### config.mk
export PLATFORM = sky130hd
export DESIGN_NAME = wall_array_ctrl
export DESIGN_NICKNAME = d
export VERILOG_FILES = /design/src/rtl/wall_array_ctrl.sv
export SDC_FILE = /design/constraint.sdc
export NUM_CORES = 1
export LEC_CHECK = 0
export ABC_CLOCK_PERIOD_IN_PS = 3650
export CELL_PAD_IN_SITES_DETAIL_PLACEMENT = 0
export CELL_PAD_IN_SITES_GLOBAL_PLACEMENT = 2
export CORE_MARGIN = 3
export CORE_UTILIZATION = 40
export CTS_CLUSTER_SIZE = 8
export DETAILED_ROUTE_END_ITERATION = 16
export PLACE_DENSITY_LB_ADDON = 0.1
export SYNTH_ARGS = -nofsm -noshare
export SYNTH_HDL_FRONTEND = slang
export SYNTH_SLANG_ARGS = --single-unit
### constraint.sdc
create_clock -name clk -period 3.65 [get_ports clk]
set_input_delay 0.9125 -clock clk [delete_from_list [all_inputs] [get_ports clk]]
set_output_delay 0.9125 -clock clk [all_outputs]
set_load 0.1 [all_outputs]
### src/rtl/wall_array_ctrl.sv
// wall_array_ctrl
// Drives NUM_WALLS independent scrolling walls through one shared req/ack port into the
// pixel draw engine. Once per movement tick a scheduler walks every wall in index order.
// For each wall it erases the old image, applies one state step, then redraws the wall.
//
// Ports
//   clk        system clock, rising edge
//   reset      asynchronous active-high reset
//   go         per-wall spawn request (edge latched)
//   touched    per-wall collision flag (edge latched)
//   draw_ack   draw engine accepts the current command
//   draw_req   command valid
//   draw_erase 1 = paint background, 0 = paint wall
//   draw_id    wall index of the command
//   draw_x     column of the command
//   active     wall is in MOVE or STOP
//   hit        one-cycle pulse when a wall enters STOP
//   busy       scheduler is sweeping (not waiting for a tick)
module wall_array_ctrl #(
    parameter int unsigned NUM_WALLS = 4,
    parameter int unsigned X_WIDTH   = 8,
    parameter int unsigned X_START   = 159,
    parameter int unsigned X_MIN     = 0,
    parameter int unsigned STEP      = 1,
    parameter int unsigned TICK_DIV  = 833333,
    parameter int unsigned ID_W      = (NUM_WALLS > 1) ? $clog2(NUM_WALLS) : 1
) (
    input  logic                 clk,
    input  logic                 reset,
    input  logic [NUM_WALLS-1:0] go,
    input  logic [NUM_WALLS-1:0] touched,
    input  logic                 draw_ack,
    output logic                 draw_req,
    output logic                 draw_erase,
    output logic [ID_W-1:0]      draw_id,
    output logic [X_WIDTH-1:0]   draw_x,
    output logic [NUM_WALLS-1:0] active,
    output logic [NUM_WALLS-1:0] hit,
    output logic                 busy
);

    localparam int unsigned CNT_W = $clog2(TICK_DIV);
    localparam logic [CNT_W-1:0]   CNT_LAST  = CNT_W'(TICK_DIV - 1);
    localparam logic [X_WIDTH-1:0] X_START_C = X_WIDTH'(X_START);
    localparam logic [X_WIDTH-1:0] STEP_C    = X_WIDTH'(STEP);
    localparam logic [ID_W-1:0]    LAST_ID   = ID_W'(NUM_WALLS - 1);
    // Compared in 32 bits so X_MIN+STEP cannot wrap at X_WIDTH.
    localparam int unsigned RETIRE_LIM = X_MIN + STEP;

    typedef enum logic [2:0] {S_WAIT, S_ERASE, S_STEP, S_DRAW, S_NEXT} sched_e;
    typedef enum logic [1:0] {W_READY, W_MOVE, W_STOP} wall_e;

    sched_e               fsm_q, fsm_d;
    logic [ID_W-1:0]      idx_q, idx_d;
    logic [CNT_W-1:0]     cnt_q, cnt_d;
    logic                 tick_pend_q, tick_pend_d;
    logic [NUM_WALLS-1:0] go_pend_q, go_pend_d;
    logic [NUM_WALLS-1:0] touch_pend_q, touch_pend_d;
    logic [NUM_WALLS-1:0] go_prev_q, go_prev_d;
    logic [NUM_WALLS-1:0] touch_prev_q, touch_prev_d;
    logic [NUM_WALLS-1:0] hit_q, hit_d;
    wall_e                st_q [NUM_WALLS];
    wall_e                st_d [NUM_WALLS];
    logic [X_WIDTH-1:0]   pos_q [NUM_WALLS];
    logic [X_WIDTH-1:0]   pos_d [NUM_WALLS];

    logic                 tick;
    logic                 vis_cur;
    logic [NUM_WALLS-1:0] clr;

    assign tick    = (cnt_q == CNT_LAST);
    assign vis_cur = (st_q[idx_q] != W_READY);

    always_comb begin
        fsm_d        = fsm_q;
        idx_d        = idx_q;
        cnt_d        = tick ? '0 : cnt_q + CNT_W'(1);
        tick_pend_d  = tick_pend_q;
        go_prev_d    = go;
        touch_prev_d = touched;
        hit_d        = '0;
        clr          = '0;
        for (int i = 0; i < NUM_WALLS; i++) begin
            st_d[i]  = st_q[i];
            pos_d[i] = pos_q[i];
        end

        // One-deep overrun memory: extra ticks during the same sweep are dropped.
        if (tick && fsm_q != S_WAIT) begin
            tick_pend_d = 1'b1;
        end

        unique case (fsm_q)
            S_WAIT: begin
                if (tick || tick_pend_q) begin
                    fsm_d       = S_ERASE;
                    idx_d       = '0;
                    tick_pend_d = 1'b0;
                end
            end
            S_ERASE: begin
                if (!vis_cur || draw_ack) begin
                    fsm_d = S_STEP;
                end
            end
            S_STEP: begin
                clr[idx_q] = 1'b1;
                fsm_d      = S_DRAW;
                unique case (st_q[idx_q])
                    W_READY: begin
                        if (go_pend_q[idx_q]) begin
                            st_d[idx_q]  = W_MOVE;
                            pos_d[idx_q] = X_START_C;
                        end
                    end
                    W_MOVE: begin
                        if (touch_pend_q[idx_q]) begin
                            st_d[idx_q]  = W_STOP;
                            hit_d[idx_q] = 1'b1;
                        end else if (32'(pos_q[idx_q]) < RETIRE_LIM) begin
                            st_d[idx_q] = W_READY;
                        end else begin
                            pos_d[idx_q] = pos_q[idx_q] - STEP_C;
                        end
                    end
                    default: st_d[idx_q] = W_READY;
                endcase
            end
            S_DRAW: begin
                if (!vis_cur || draw_ack) begin
                    fsm_d = S_NEXT;
                end
            end
            S_NEXT: begin
                if (idx_q == LAST_ID) begin
                    fsm_d = S_WAIT;
                end else begin
                    idx_d = idx_q + ID_W'(1);
                    fsm_d = S_ERASE;
                end
            end
            default: fsm_d = S_WAIT;
        endcase

        // Set wins over clear so an edge arriving during this wall's step is not lost.
        go_pend_d    = (go_pend_q & ~clr) | (go & ~go_prev_q);
        touch_pend_d = (touch_pend_q & ~clr) | (touched & ~touch_prev_q);
    end

    always_ff @(posedge clk or posedge reset) begin
        if (reset) begin
            fsm_q        <= S_WAIT;
            idx_q        <= '0;
            cnt_q        <= '0;
            tick_pend_q  <= 1'b0;
            go_pend_q    <= '0;
            touch_pend_q <= '0;
            go_prev_q    <= '0;
            touch_prev_q <= '0;
            hit_q        <= '0;
            for (int i = 0; i < NUM_WALLS; i++) begin
                st_q[i]  <= W_READY;
                pos_q[i] <= X_START_C;
            end
        end else begin
            fsm_q        <= fsm_d;
            idx_q        <= idx_d;
            cnt_q        <= cnt_d;
            tick_pend_q  <= tick_pend_d;
            go_pend_q    <= go_pend_d;
            touch_pend_q <= touch_pend_d;
            go_prev_q    <= go_prev_d;
            touch_prev_q <= touch_prev_d;
            hit_q        <= hit_d;
            for (int i = 0; i < NUM_WALLS; i++) begin
                st_q[i]  <= st_d[i];
                pos_q[i] <= pos_d[i];
            end
        end
    end

    // Command fields decode from registered state only; zeroed when no command is offered.
    always_comb begin
        draw_req   = ((fsm_q == S_ERASE) || (fsm_q == S_DRAW)) && vis_cur;
        draw_erase = (fsm_q == S_ERASE) && vis_cur;
        draw_id    = draw_req ? idx_q : '0;
        draw_x     = draw_req ? pos_q[idx_q] : '0;
        busy       = (fsm_q != S_WAIT);
        hit        = hit_q;
        for (int i = 0; i < NUM_WALLS; i++) begin
            active[i] = (st_q[i] != W_READY);
        end
    end

endmodule

==> results by group <==
Status
  • Status: finished, final reports clean

Setup path
  • R2R Setup Slk: ~0.83 ns
  • Worst EP arrival: 2.39 ns
  • Reg2reg end: pos_q[14]
  • Kind of critical path: flop to output pin
  • R2r worst-path depth: 9
  • Cell Chain, Critical Path: mux4_2, nor2_1, nor3b_1, buf_4, and2_1, buf_12
  • Setup crit end kind: output pin
  • Crit-path max FO: 12
  • Startpoint types: flop
  • CP max stage cell: mux4_2
  • Worst path max stage delay: between 0.6 and 0.7 ns
  • CP required: 2.74 ns
  • Reg2reg start: idx_q[0]

STA
  • Slew Viols, Final: 0
  • Achievable frequency: just over 300 MHz
  • Slew @ Worst Pin: between 0.9 and 1 ns
  • Slew headroom: roughly a third
  • Final hold viol count: 0
  • Final Cycle Share: ~91%
  • Worst Clk Skew: 0.0101 ns
  • RSZ-0062 raised after global routing: false
  • Setup TNS: 0 ns
  • Fin crit period: about 3.3 ns
  • Final setup vio count: 0

Logic synthesis
  • Number of synthesized flops with an enable pin: 0
  • Synth Area per Inst: approximately 12 µm²
  • Yosys reg bits: 86
  • Post-Synth Simple-Gate Area: about 16%
  • Asr flop ratio synth: 100%
  • Post-Synth XOR/XNOR Area: 4.04%
  • Count leader, synth: dfrtp_1
  • Net Count, Synth: 374
  • Largest family of logic cells by synthesized area: multiplexers
  • Top cells by area, synth: dfrtp_1 36%, dfstp_2 15%, mux2_4 9.7%, mux4_2 5.2%, nand2_1 2.7%
  • Syn Inst Count: 356
  • Post-synthesis mux area share: 16.8%
  • Post-Synth Adder-Cell Area: just over 2%
  • Sequential-to-total area share from yosys stat: 50.3%
  • Yosys top cell area share: between 30% and 40%
  • Post-synth top area cell: dfrtp_1
  • Post-synth top flop: dfrtp_1
  • Post-Syn Area: about 4300 µm²
  • Compound-Gate Fraction of Synth Area: 6.61%
  • Post-synth cell types: 52
  • Top post-synthesis cells by count: 62 x dfrtp_1, 31 x nand2_1, 28 x mux2_4
  • Synth Warn #: 0

Die
  • Cell Rows: 37
  • Initial core utilization: between 40% and 50%
  • DIE HEIGHT: 110 µm
  • I/O Pins: 32
  • Full die area: around 12,000 µm²
  • Core area: roughly 10,000 µm²
  • DIE WIDTH: approximately 110 µm

Drt
  • WL per Instance: between 15 and 20 µm
  • Antenna Nets Post-Route: 0
  • Final WL: roughly 8.8 mm
  • Initial DRC count: 153
  • Avg Vias per Cell: between 5 and 6
  • Via count: ~2,700
  • First-pass iteration count of the detailed router: 4
  • Post-route DRC: 0

CTS
  • Worst skew pair latency: around 0.36 ns
  • # clock sinks: 86
  • CTS Root Cell: clkbuf_8
  • CTS tree: built
  • Clk pin slew, worst setup/hold paths: 0.09 ns
  • TritonCTS Buffers: 9
  • Clock Path Buffers: 2
  • Htree depth: 3
  • CTS Hold Buffers Added: 0

Place
  • GPL Wtd Cong: 0.778
  • Port bufs: 31
  • Inst Count DP: ~520
  • HPWL after detailed placement: 6.16 mm

Global route
  • Largest net degree at the start of global routing: 54
  • Vias in the first global route: 2,827
  • Initial antenna violation count: 0
  • All-Layer GR Usage: between 10% and 20%
  • GR Overflow Total: 0
  • Global-route wire length before repair: 15.0 mm

Finish
  • Nets: between 400 and 500
  • Non-Filler Instances: about 530
  • Layout cells sized above 1: a little under a third
  • Util after Layout: roughly half
  • Diodes inserted: 0
  • Area Overhead vs Synth: 18.4%

Worst hold path
  • Hold Path End: touch_pend_q[2]
  • WHS Path Cells: 1
  • Min-delay worst type: flop to flop
  • Hold path start: touch_prev_q[2]

Pwr
  • Comb pwr share: a little over half
  • Leakage: around 2.2 nW
  • Pwr/cell area: a little over 900 nW/µm²
  • Pint: 0.00267 W
  • Reg power frac: 30.4%
  • Switching share of power: between 40% and 50%
  • VDD IR max: approximately 0.57 mV
  • Clk pwr share: approximately 16%
  • Sw Pwr: 0.00207 W

Run
  • Max Cap Viol: 0
-- worst max-delay path: cells and delay by family (launching register included) --
| family | cells | cell delay, ns |
|---|---|---|
| mux | 1 | 0.64 |
| flops | 1 | 0.52 |
| simple gates | 3 | 0.52 |
| buf+inv | 2 | 0.36 |
-- state kept, by name (all words and copies together), names as in the netlist --
| signal | cells |
|---|---|
| cnt_q | 20 |
| fsm_q | 3 |
| go_pend_q | 4 |
| go_prev_q | 4 |
| hit | 4 |
| idx_q | 2 |
| pos_q | 32 |
| st_q | 8 |
| tick_pend_q | 1 |
| touch_pend_q | 4 |
| touch_prev_q | 4 |
-- how the worst max path moves through the flow --
stage,startpoint,end,depth (start not counted)
3_3_place_gp,idx_q[0],draw_id[0],6
4_1_cts,idx_q[0],draw_x[1],6
3_5_place_dp,idx_q[0],draw_x[1],6
2_1_floorplan,idx_q[0],draw_erase,5
5_1_grt,idx_q[0],draw_id[1],6
6_report,idx_q[0],draw_x[1],6
-- logic make-up (layout without fill, tap and decap cells) --
| group | count (synthesis) | in the layout |
|---|---|---|
| XOR/XNOR | 20 | 20 |
| AO/OA/AOI/OAI | 39 | 39 |
| buffers and inverters | 36 | 76 |
| AND/OR/NAND/NOR | 124 | 124 |
| flip-flops | 86 | 86 |
| adder cells (fa/ha/maj) | 7 | 7 |
| multiplexers | 44 | 44 |
-- layout make-up --
class                           instances  area [µm²]
Sequential cell                        86        2180
Tap cell                              136         170
Fill cell                             945        5280
Inverter                               22        83.8
Clock inverter                          5        81.3
Clock buffer                           11         151
Multi-Input combinational cell        234        1970
Timing Repair Buffer                   38         493
-- through the flow --
stage / hold WS (ns) / total power (W) / worst slack (ns) / area [µm²]
final: 0.420 / 0.00475 / 0.344 / 5130
after global routing: 0.422 / 0.00503 / 0.142 / 5130
after CTS: 0.409 / 0.00480 / 0.165 / 5130
after detailed placement: 0.414 / 0.00400 / 0.594 / 4900
after global placement: 0.406 / 0.00398 / 0.636 / 4900
after floorplan: 0.400 / 0.00332 / 0.0449 / 4340
-- layer usage --
| layer | GRT usage, % | share of wire (%) | vias to the layer above |
|---|---|---|---|
| met1 | 22.6 | 48 | 1362 |
| met5 | 0 | 0 | - |
| met3 | 3.32 | 3.4 | 11 |
| met4 | 7.39 | 1.8 | 0 |
| met2 | 25.1 | 46 | 40 |
| li1 | - | - | 1307 |
-- power by group through the flow --
stage          logic [W]  clock network, W  registers, W
2_1_floorplan    0.00192                 0       0.00140
5_1_grt          0.00270          0.000839       0.00149
3_3_place_gp     0.00253                 0       0.00146
4_1_cts          0.00255          0.000804       0.00144
6_report         0.00253          0.000773       0.00144
3_5_place_dp     0.00254                 0       0.00146
-- cell usage in the layout, fill, tap and decap left out, drive strengths merged, types with 3 or more instances in the layout --
master	count
a21o	5
a21oi	3
a22o	6
and2	18
and4	3
buf	20
clkbuf	11
clkdlybuf4s50	18
clkinv	3
dfrtp	62
dfstp	24
ha	7
inv	21
mux2	32
mux4	11
nand2	31
nand3	13
nand3b	5
nand4	4
nor2	21
nor2b	5
nor3	4
nor4	4
o21ai	14
o22ai	4
or2	4
or3	3
xnor2	13
xor2	7
-- timing repair --
action,CTS,global route
setup buffers,0,0
endpoints found under the setup margin,0,11
resized for setup,0,1
Power figures use the tool's default switching activity.
